[config.mk]
export PLATFORM = sky130hd
export DESIGN_NAME = i2c_cmdq_tx_fifo_gen2_flat
export DESIGN_NICKNAME = d
export VERILOG_FILES = /design/src/rtl/i2c_cmdq_tx_fifo_gen2_if.sv /design/src/rtl/i2c_cmdq_tx_fifo_gen2.sv /design/src/flat_wrapper.sv
export SDC_FILE = /design/constraint.sdc
export NUM_CORES = 1
export LEC_CHECK = 0
export BUFFER_PORTS_ARGS = -buffer_cell sky130_fd_sc_hd__buf_4
export CAP_MARGIN = 30
export CORE_ASPECT_RATIO = 0.8
export CORE_UTILIZATION = 50
export DETAILED_ROUTE_END_ITERATION = 6
export HOLD_SLACK_MARGIN = 0.08
export PLACE_DENSITY = 0.7
export SYNTH_ARGS = -nofsm -noshare
export SYNTH_HDL_FRONTEND = slang
export SYNTH_SLANG_ARGS = --single-unit
[constraint.sdc]
create_clock -name WBs_CLK_i -period 2.4 [get_ports WBs_CLK_i]
set_clock_uncertainty 0.05 [all_clocks]
set_input_delay 0.12 -clock WBs_CLK_i [delete_from_list [all_inputs] [get_ports WBs_CLK_i]]
set_output_delay 0.12 -clock WBs_CLK_i [all_outputs]
set_load 0.01 [all_outputs]
[src/rtl/i2c_cmdq_tx_fifo_gen2_if.sv]
// Push/pop/status bundle between the I2C Tx command FIFO and its Wishbone, alternate-source and sequencer clients.
// The slave modport is the FIFO side; the master modport is everything that drives it.
interface i2c_cmdq_tx_fifo_gen2_if #(
   parameter int DATA_W = 32,
   parameter int DEPTH  = 16
);
   localparam int BS_W = DATA_W / 8;
   localparam int AW   = $clog2(DEPTH);

   logic              WBs_CYC_i;
   logic              WBs_STB_i;
   logic              WBs_WE_i;
   logic [BS_W-1:0]   WBs_BYTE_STB_i;
   logic [DATA_W-1:0] WBs_DAT_i;
   logic              WBs_ACK_o;
   logic              Alt_Sel_i;
   logic              Alt_Push_i;
   logic [DATA_W-1:0] Alt_DAT_i;
   logic [BS_W-1:0]   Alt_BYTE_STB_i;
   logic              Tx_FIFO_Flush_i;
   logic              Tx_FIFO_Pop_i;
   logic              Err_Clr_i;
   logic [DATA_W-1:0] Tx_FIFO_DAT_o;
   logic [BS_W-1:0]   Tx_FIFO_BYTE_STB_o;
   logic              Tx_FIFO_Empty_o;
   logic              Tx_FIFO_Full_o;
   logic              Tx_FIFO_Almost_Full_o;
   logic [AW:0]       Tx_FIFO_Level_o;
   logic              Tx_FIFO_Ovf_o;
   logic              Tx_FIFO_Udf_o;

   modport slave (
      input  WBs_CYC_i, WBs_STB_i, WBs_WE_i, WBs_BYTE_STB_i, WBs_DAT_i,
      input  Alt_Sel_i, Alt_Push_i, Alt_DAT_i, Alt_BYTE_STB_i,
      input  Tx_FIFO_Flush_i, Tx_FIFO_Pop_i, Err_Clr_i,
      output WBs_ACK_o, Tx_FIFO_DAT_o, Tx_FIFO_BYTE_STB_o, Tx_FIFO_Empty_o,
      output Tx_FIFO_Full_o, Tx_FIFO_Almost_Full_o, Tx_FIFO_Level_o,
      output Tx_FIFO_Ovf_o, Tx_FIFO_Udf_o
   );

   modport master (
      output WBs_CYC_i, WBs_STB_i, WBs_WE_i, WBs_BYTE_STB_i, WBs_DAT_i,
      output Alt_Sel_i, Alt_Push_i, Alt_DAT_i, Alt_BYTE_STB_i,
      output Tx_FIFO_Flush_i, Tx_FIFO_Pop_i, Err_Clr_i,
      input  WBs_ACK_o, Tx_FIFO_DAT_o, Tx_FIFO_BYTE_STB_o, Tx_FIFO_Empty_o,
      input  Tx_FIFO_Full_o, Tx_FIFO_Almost_Full_o, Tx_FIFO_Level_o,
      input  Tx_FIFO_Ovf_o, Tx_FIFO_Udf_o
   );
endinterface

[src/rtl/i2c_cmdq_tx_fifo_gen2.sv]
// FWFT Tx FIFO for the I2C command queue: pushed word is at the head right after its push edge; WB ACK is held off while full.
// Define I2C_TXFIFO_BYTE_STB_EN to store per-word byte strobes; otherwise the head strobes read all ones when not empty.
module i2c_cmdq_tx_fifo_gen2 #(
   parameter int DATA_W    = 32,
   parameter int DEPTH     = 16,
   parameter int AF_THRESH = 12
) (
   input logic WBs_CLK_i,
   input logic WBs_RSTn_i,
   i2c_cmdq_tx_fifo_gen2_if.slave bus
);
   localparam int BS_W = DATA_W / 8;
   localparam int AW   = $clog2(DEPTH);
   localparam int LW   = AW + 1;
`ifdef I2C_TXFIFO_BYTE_STB_EN
   localparam int MEM_W = DATA_W + BS_W;
`else
   localparam int MEM_W = DATA_W;
`endif

   logic [MEM_W-1:0] mem_q [DEPTH];
   logic [AW-1:0]    wr_ptr_q, wr_ptr_d, rd_ptr_q, rd_ptr_d;
   logic [LW-1:0]    level_q, level_d;
   logic             empty_q, empty_d, full_q, full_d, af_q, af_d;
   logic             ack_q, ack_d, ovf_q, ovf_d, udf_q, udf_d;

   logic             flush, wb_req, wb_push, alt_try, alt_push, push, pop_ok;
   logic [MEM_W-1:0] wr_word, head_word;

   assign flush    = bus.Tx_FIFO_Flush_i;
   assign wb_req   = bus.WBs_CYC_i & bus.WBs_STB_i & bus.WBs_WE_i & ~ack_q & ~bus.Alt_Sel_i;
   assign wb_push  = wb_req & ~full_q & ~flush;
   assign alt_try  = bus.Alt_Sel_i & bus.Alt_Push_i & ~flush;
   assign alt_push = alt_try & ~full_q;
   assign push     = wb_push | alt_push;
   assign pop_ok   = bus.Tx_FIFO_Pop_i & ~empty_q & ~flush;

`ifdef I2C_TXFIFO_BYTE_STB_EN
   assign wr_word = bus.Alt_Sel_i ? {bus.Alt_BYTE_STB_i, bus.Alt_DAT_i}
                                  : {bus.WBs_BYTE_STB_i, bus.WBs_DAT_i};
`else
   assign wr_word = bus.Alt_Sel_i ? bus.Alt_DAT_i : bus.WBs_DAT_i;
   logic unused_strb;
   assign unused_strb = ^{bus.WBs_BYTE_STB_i, bus.Alt_BYTE_STB_i};
`endif

   always_comb begin
      wr_ptr_d = wr_ptr_q;
      rd_ptr_d = rd_ptr_q;
      level_d  = level_q;
      empty_d  = empty_q;
      full_d   = full_q;
      ack_d    = wb_push;
      // A new error in the same cycle as a clear keeps the flag set.
      ovf_d    = (alt_try & full_q) | (ovf_q & ~bus.Err_Clr_i);
      udf_d    = (bus.Tx_FIFO_Pop_i & empty_q & ~flush) | (udf_q & ~bus.Err_Clr_i);
      if (push)   wr_ptr_d = wr_ptr_q + AW'(1);
      if (pop_ok) rd_ptr_d = rd_ptr_q + AW'(1);
      case ({push, pop_ok})
         2'b10: begin
            level_d = level_q + LW'(1);
            empty_d = 1'b0;
            full_d  = (level_q == LW'(DEPTH - 1));
         end
         2'b01: begin
            level_d = level_q - LW'(1);
            full_d  = 1'b0;
            empty_d = (level_q == LW'(1));
         end
         default: ;
      endcase
      if (flush) begin
         wr_ptr_d = '0;
         rd_ptr_d = '0;
         level_d  = '0;
         empty_d  = 1'b1;
         full_d   = 1'b0;
      end
      af_d = (level_d >= LW'(AF_THRESH));
   end

   always_ff @(posedge WBs_CLK_i or negedge WBs_RSTn_i) begin
      if (!WBs_RSTn_i) begin
         wr_ptr_q <= '0;
         rd_ptr_q <= '0;
         level_q  <= '0;
         empty_q  <= 1'b1;
         full_q   <= 1'b0;
         af_q     <= 1'b0;
         ack_q    <= 1'b0;
         ovf_q    <= 1'b0;
         udf_q    <= 1'b0;
      end else begin
         wr_ptr_q <= wr_ptr_d;
         rd_ptr_q <= rd_ptr_d;
         level_q  <= level_d;
         empty_q  <= empty_d;
         full_q   <= full_d;
         af_q     <= af_d;
         ack_q    <= ack_d;
         ovf_q    <= ovf_d;
         udf_q    <= udf_d;
      end
   end

   // Storage has no reset; the head is masked by empty_q so stale contents never leak out.
   always_ff @(posedge WBs_CLK_i) begin
      if (push) mem_q[wr_ptr_q] <= wr_word;
   end

   assign head_word = mem_q[rd_ptr_q];

   assign bus.WBs_ACK_o             = ack_q;
   assign bus.Tx_FIFO_DAT_o         = empty_q ? '0 : head_word[DATA_W-1:0];
`ifdef I2C_TXFIFO_BYTE_STB_EN
   assign bus.Tx_FIFO_BYTE_STB_o    = empty_q ? '0 : head_word[DATA_W +: BS_W];
`else
   assign bus.Tx_FIFO_BYTE_STB_o    = empty_q ? '0 : '1;
`endif
   assign bus.Tx_FIFO_Empty_o       = empty_q;
   assign bus.Tx_FIFO_Full_o        = full_q;
   assign bus.Tx_FIFO_Almost_Full_o = af_q;
   assign bus.Tx_FIFO_Level_o       = level_q;
   assign bus.Tx_FIFO_Ovf_o         = ovf_q;
   assign bus.Tx_FIFO_Udf_o         = udf_q;
endmodule

[src/flat_wrapper.sv]
// flat-port wrapper written by rule: the top's interface ports become plain ports
module i2c_cmdq_tx_fifo_gen2_flat 
#(
   parameter int DATA_W    = 32,
   parameter int DEPTH     = 16,
   parameter int AF_THRESH = 12
)
  (WBs_CLK_i, WBs_RSTn_i, bus_WBs_CYC_i, bus_WBs_STB_i, bus_WBs_WE_i, bus_WBs_BYTE_STB_i, bus_WBs_DAT_i, bus_Alt_Sel_i, bus_Alt_Push_i, bus_Alt_DAT_i, bus_Alt_BYTE_STB_i, bus_Tx_FIFO_Flush_i, bus_Tx_FIFO_Pop_i, bus_Err_Clr_i, bus_WBs_ACK_o, bus_Tx_FIFO_DAT_o, bus_Tx_FIFO_BYTE_STB_o, bus_Tx_FIFO_Empty_o, bus_Tx_FIFO_Full_o, bus_Tx_FIFO_Almost_Full_o, bus_Tx_FIFO_Level_o, bus_Tx_FIFO_Ovf_o, bus_Tx_FIFO_Udf_o);
  i2c_cmdq_tx_fifo_gen2_if #(.DATA_W(DATA_W), .DEPTH(DEPTH)) bus_i ();
  input logic WBs_CLK_i;
  input logic WBs_RSTn_i;
  input wire logic [$bits(bus_i.WBs_CYC_i)-1:0] bus_WBs_CYC_i;
  input wire logic [$bits(bus_i.WBs_STB_i)-1:0] bus_WBs_STB_i;
  input wire logic [$bits(bus_i.WBs_WE_i)-1:0] bus_WBs_WE_i;
  input wire logic [$bits(bus_i.WBs_BYTE_STB_i)-1:0] bus_WBs_BYTE_STB_i;
  input wire logic [$bits(bus_i.WBs_DAT_i)-1:0] bus_WBs_DAT_i;
  input wire logic [$bits(bus_i.Alt_Sel_i)-1:0] bus_Alt_Sel_i;
  input wire logic [$bits(bus_i.Alt_Push_i)-1:0] bus_Alt_Push_i;
  input wire logic [$bits(bus_i.Alt_DAT_i)-1:0] bus_Alt_DAT_i;
  input wire logic [$bits(bus_i.Alt_BYTE_STB_i)-1:0] bus_Alt_BYTE_STB_i;
  input wire logic [$bits(bus_i.Tx_FIFO_Flush_i)-1:0] bus_Tx_FIFO_Flush_i;
  input wire logic [$bits(bus_i.Tx_FIFO_Pop_i)-1:0] bus_Tx_FIFO_Pop_i;
  input wire logic [$bits(bus_i.Err_Clr_i)-1:0] bus_Err_Clr_i;
  output wire logic [$bits(bus_i.WBs_ACK_o)-1:0] bus_WBs_ACK_o;
  output wire logic [$bits(bus_i.Tx_FIFO_DAT_o)-1:0] bus_Tx_FIFO_DAT_o;
  output wire logic [$bits(bus_i.Tx_FIFO_BYTE_STB_o)-1:0] bus_Tx_FIFO_BYTE_STB_o;
  output wire logic [$bits(bus_i.Tx_FIFO_Empty_o)-1:0] bus_Tx_FIFO_Empty_o;
  output wire logic [$bits(bus_i.Tx_FIFO_Full_o)-1:0] bus_Tx_FIFO_Full_o;
  output wire logic [$bits(bus_i.Tx_FIFO_Almost_Full_o)-1:0] bus_Tx_FIFO_Almost_Full_o;
  output wire logic [$bits(bus_i.Tx_FIFO_Level_o)-1:0] bus_Tx_FIFO_Level_o;
  output wire logic [$bits(bus_i.Tx_FIFO_Ovf_o)-1:0] bus_Tx_FIFO_Ovf_o;
  output wire logic [$bits(bus_i.Tx_FIFO_Udf_o)-1:0] bus_Tx_FIFO_Udf_o;
  assign bus_i.WBs_CYC_i = bus_WBs_CYC_i;
  assign bus_i.WBs_STB_i = bus_WBs_STB_i;
  assign bus_i.WBs_WE_i = bus_WBs_WE_i;
  assign bus_i.WBs_BYTE_STB_i = bus_WBs_BYTE_STB_i;
  assign bus_i.WBs_DAT_i = bus_WBs_DAT_i;
  assign bus_i.Alt_Sel_i = bus_Alt_Sel_i;
  assign bus_i.Alt_Push_i = bus_Alt_Push_i;
  assign bus_i.Alt_DAT_i = bus_Alt_DAT_i;
  assign bus_i.Alt_BYTE_STB_i = bus_Alt_BYTE_STB_i;
  assign bus_i.Tx_FIFO_Flush_i = bus_Tx_FIFO_Flush_i;
  assign bus_i.Tx_FIFO_Pop_i = bus_Tx_FIFO_Pop_i;
  assign bus_i.Err_Clr_i = bus_Err_Clr_i;
  assign bus_WBs_ACK_o = bus_i.WBs_ACK_o;
  assign bus_Tx_FIFO_DAT_o = bus_i.Tx_FIFO_DAT_o;
  assign bus_Tx_FIFO_BYTE_STB_o = bus_i.Tx_FIFO_BYTE_STB_o;
  assign bus_Tx_FIFO_Empty_o = bus_i.Tx_FIFO_Empty_o;
  assign bus_Tx_FIFO_Full_o = bus_i.Tx_FIFO_Full_o;
  assign bus_Tx_FIFO_Almost_Full_o = bus_i.Tx_FIFO_Almost_Full_o;
  assign bus_Tx_FIFO_Level_o = bus_i.Tx_FIFO_Level_o;
  assign bus_Tx_FIFO_Ovf_o = bus_i.Tx_FIFO_Ovf_o;
  assign bus_Tx_FIFO_Udf_o = bus_i.Tx_FIFO_Udf_o;
  i2c_cmdq_tx_fifo_gen2 #(.DATA_W(DATA_W), .DEPTH(DEPTH), .AF_THRESH(AF_THRESH)) u_core (.WBs_CLK_i(WBs_CLK_i), .WBs_RSTn_i(WBs_RSTn_i), .bus(bus_i));
endmodule
==> summary.json <==
{
  "synth_cells": 986,
  "netlist_top_cells_area": "edfxtp_1 73%, mux4_2 13%, mux2i_1 3.2%",
  "ys_dominant_reg_cell": "edfxtp_1",
  "first_iter_violations": 1027,
  "die_w_um": 231.6,
  "final_antenna_net_count": 0,
  "arrival_ns": 2.46,
  "critical_path_class": "flop to primary output",
  "worst_path_largest_cell_delay_ns": 0.53,
  "outcome": "finished with violations",
  "core_mm2": 0.04112,
  "first_pass_grt_wire_length_mm": 70.75,
  "cp.required_ns": 2.23,
  "initial_utilization": 0.5127,
  "grt_antenna_before_repair": 0,
  "instances_no_fill": 1839,
  "timing.max_slew.rel_slack": 0.4036,
  "cp_capture_type": "primary output",
  "growth_of_design_area_from_synthesis_to_finish_pct": 23.63,
  "finalSetupTns_ns": -5.120,
  "post-synth-top-count-cell": "edfxtp_1",
  "clock_sink_count": 531,
  "maxSlewViolCount": 0,
  "global_route.overflow_total": 0,
  "worst-r2r-setup-slack_ns": 0.20,
  "cts_root_buffer": "clkbuf_16",
  "post_route_cells_drive_above_1_share": 0.3784,
  "via_count_of_the_first_global_routing_pass": 11250,
  "syn_area_mm2": 0.02108,
  "htree_levels": 2,
  "dpl_worst_slack_ns": 0.1401,
  "post_drt_via_cell_ratio": 5.912,
  "crit_buf_inv": 3,
  "drcViolationCount": 0,
  "worst_r2r_startpoint": "u_core.bus.Tx_FIFO_Full_o$_DFFE_PN0P_",
  "timing.critical_path.fanout_max": 13,
  "max-cap-violations": 0,
  "leakagePower_uw": 0.008445,
  "worstReg2RegEnd": "u_core.bus.Tx_FIFO_Almost_Full_o$_DFF_PN0_",
  "nNetsFinal": 1347,
  "worst_slew_pin_slew_ns": 0.8916,
  "ff_latch_area_mm2": 0.01586,
  "synth_warnings": 0,
  "timing.critical_path.from_type": "flop",
  "cts_made_buffers": 50,
  "layout_setup_ws_ns": -0.2335,
  "routed_wire_length_per_instance_um": 25.69,
  "timing.hold.worst.class": "primary input to flop",
  "hold-worst-slack_ns": 0.09910,
  "synthesized_nets": 1079,
  "clockBufferDepth": 3,
  "power_density_mw_per_mm2": 730.7,
  "die-height_um": 185.7,
  "synth_top_cell_area_share": 0.7292,
  "placed_cells_incl_taps": 1649,
  "postRouteWirelength_mm": 47.24,
  "fmax_ghz": 0.3797,
  "finish.utilization": 0.6338,
  "grtUsageTotal": 0.2261,
  "drtPass1Iterations": 5,
  "crit_path_start": "u_core.rd_ptr_q[0]$_DFFE_PN0P_",
  "cp_slowest_cell": "mux4_2",
  "final.fill_count": 2774,
  "timing_hold_violations_final": 0,
  "grt_start_max_net_pins": 38,
  "postSynthRegisterBits": 531,
  "std_cell_rows": 66,
  "worstSetupPathDepth": 6,
  "port_buffers": 120,
  "via_count": 10870,
  "most_used_standard_cells_in_the_synthesized_netlist": "512 x edfxtp_1, 122 x mux4_2, 67 x mux2i_1, 34 x mux2_2, 27 x o22ai_1",
  "clk_latency_ns": 0.57,
  "dp_hpwl_mm": 24.99,
  "report.final.setup_viol": 32,
  "critPathTopFamily": "multiplexers",
  "yosys.cell_types.count": 45,
  "failed_checks": "negative setup slack",
  "worst_setup_path_endpoint": "bus_Tx_FIFO_DAT_o[22]",
  "mean_post_synth_cell_area_um2": 21.38,
  "synth-edff-count": 512,
  "num_io_pins": 129,
  "place_congestion": 0.7531,
  "ir_worst_vdd_uv": 601.2,
  "rsz_0062_raised_after_global_routing": "yes",
  "timing.reg2reg.worst_path_depth": 8,
  "synthDominantAreaCellType": "edfxtp_1",
  "worstPathCellList": "buf_12, buf_16, mux4_2, mux2i_2, o22ai_1, buf_4",
  "ys_async_sr_fraction": 0.03578,
  "multi_input_comb_area_mm2": 0.005076,
  "finalCriticalPeriod_ns": 2.633,
  "clkSlewWorstSetupHoldPaths_ns": 0.06,
  "layout_worst_path_cycle_share": 1.097,
  "antenna-diode-count": 0,
  "floorplan.die_area_mm2": 0.04300,
  "synth_seq_area_share": 0.7518,
  "cts_tree": "yes"
}
[sequential cells by signal, indices dropped and copies added, names as in the netlist]
| register | cells |
|---|---|
| u_core.bus.WBs_ACK_o | 1 |
| u_core.bus.Tx_FIFO_Full_o | 1 |
| u_core.rd_ptr_q | 4 |
| u_core.bus.Tx_FIFO_Ovf_o | 1 |
| u_core.bus.Tx_FIFO_Udf_o | 1 |
| u_core.bus.Tx_FIFO_Almost_Full_o | 1 |
| u_core.mem_q | 512 |
| u_core.bus.Tx_FIFO_Level_o | 5 |
| u_core.bus.Tx_FIFO_Empty_o | 1 |
| u_core.wr_ptr_q | 4 |
[cells in the final DEF (no fill, tap or decap), types with 3 or more instances in the layout]
master,synthesis,routed
o211ai_1,6,6
nor2b_1,6,3
and2_2,0,12
buf_8,0,3
nand4_1,7,7
nor3_1,3,3
o22ai_1,27,21
mux2i_2,0,11
a21oi_1,4,4
o21ai_0,7,7
dfrtp_4,0,3
buf_12,0,37
dfrtp_1,18,15
dlygate4sd3_1,0,68
nor3b_1,4,4
and4_2,0,4
mux2i_1,67,55
edfxtp_1,512,512
clkbuf_8,0,4
buf_16,0,7
mux2_2,34,34
nand2_1,20,19
clkinv_2,0,11
clkinv_1,0,15
inv_1,12,12
buf_4,5,156
ha_1,11,10
mux4_2,122,122
nand3_1,3,3
a32oi_2,0,4
nor2_1,16,14
clkbuf_1,23,6
o22ai_2,0,6
clkbuf_16,0,51
[worst min path at each step]
stage | from | end | slack (ns) | cells past startpoint
6_report | bus_Alt_DAT_i[18] | u_core.mem_q[15][18]$_DFFE_PP_ | 0.1 | 2
5_1_grt | bus_WBs_DAT_i[31] | u_core.mem_q[15][31]$_DFFE_PP_ | 0.10 | 2
4_1_cts | bus_Alt_DAT_i[18] | u_core.mem_q[15][18]$_DFFE_PP_ | 0.08 | 2
3_5_place_dp | WBs_RSTn_i | u_core.bus.Tx_FIFO_Level_o[2]$_DFF_PN0_ | -0.04 | 1
3_3_place_gp | WBs_RSTn_i | u_core.bus.Tx_FIFO_Level_o[2]$_DFF_PN0_ | -0.04 | 1
2_1_floorplan | WBs_RSTn_i | u_core.bus.Tx_FIFO_Almost_Full_o$_DFF_PN0_ | -0.23 | 0
[logic make-up (layout without fill, tap and decap cells)]
group,count (synthesis),count (layout),share of synthesized area
AND/OR/NAND/NOR,91,91,0.02540
adder cells (fa/ha/maj),11,11,0.006528
buffers and inverters,69,378,0.01632
AO/OA/AOI/OAI,57,57,0.01798
flip-flops,531,531,0.7518
XOR/XNOR,4,4,0.001662
multiplexers,223,223,0.1803
[report_power, final]
group          leakage (µW)  internal, µW  switching (µW)
registers           0.00486         10300            23.6
clock network      0.000768          4130            3370
logic               0.00282           640             594
[metal layers]
layer / vias up / track usage / wire length (µm)
met5: - / 0 / 0
met4: 0 / 0.05184 / 695
met3: 57 / 0.03431 / 3333
met2: 421 / 0.3599 / 22940
met1: 5724 / 0.3332 / 20270
li1: 4671 / - / -
[cell type report]
class | count | share of cell area
Tap cell | 544 | 0.02611
Clock inverter | 32 | 0.007488
Inverter | 12 | 0.001728
Multi-Input combinational cell | 386 | 0.1947
Clock buffer | 61 | 0.05194
Timing Repair Buffer | 273 | 0.1094
Sequential cell | 531 | 0.6086
[repair_timing]
item / in CTS / in global routing
hold buffers: 68 / 0
setup buffers: 18 / 10
pin swaps: 9 / 7
resized for setup: 38 / 23
cloned: 6 / 0
endpoints found under the hold margin: 496 / 0
setup endpoints to repair: 32 / 34
[per-stage QoR]
step,total power [µW],cell area (µm²)
floorplan,11100,21090
global placement,11470,23220
detailed placement,11500,23220
CTS,19150,25970
global route,19600,26070
finish,19050,26070
Power figures use the tool's default switching activity.
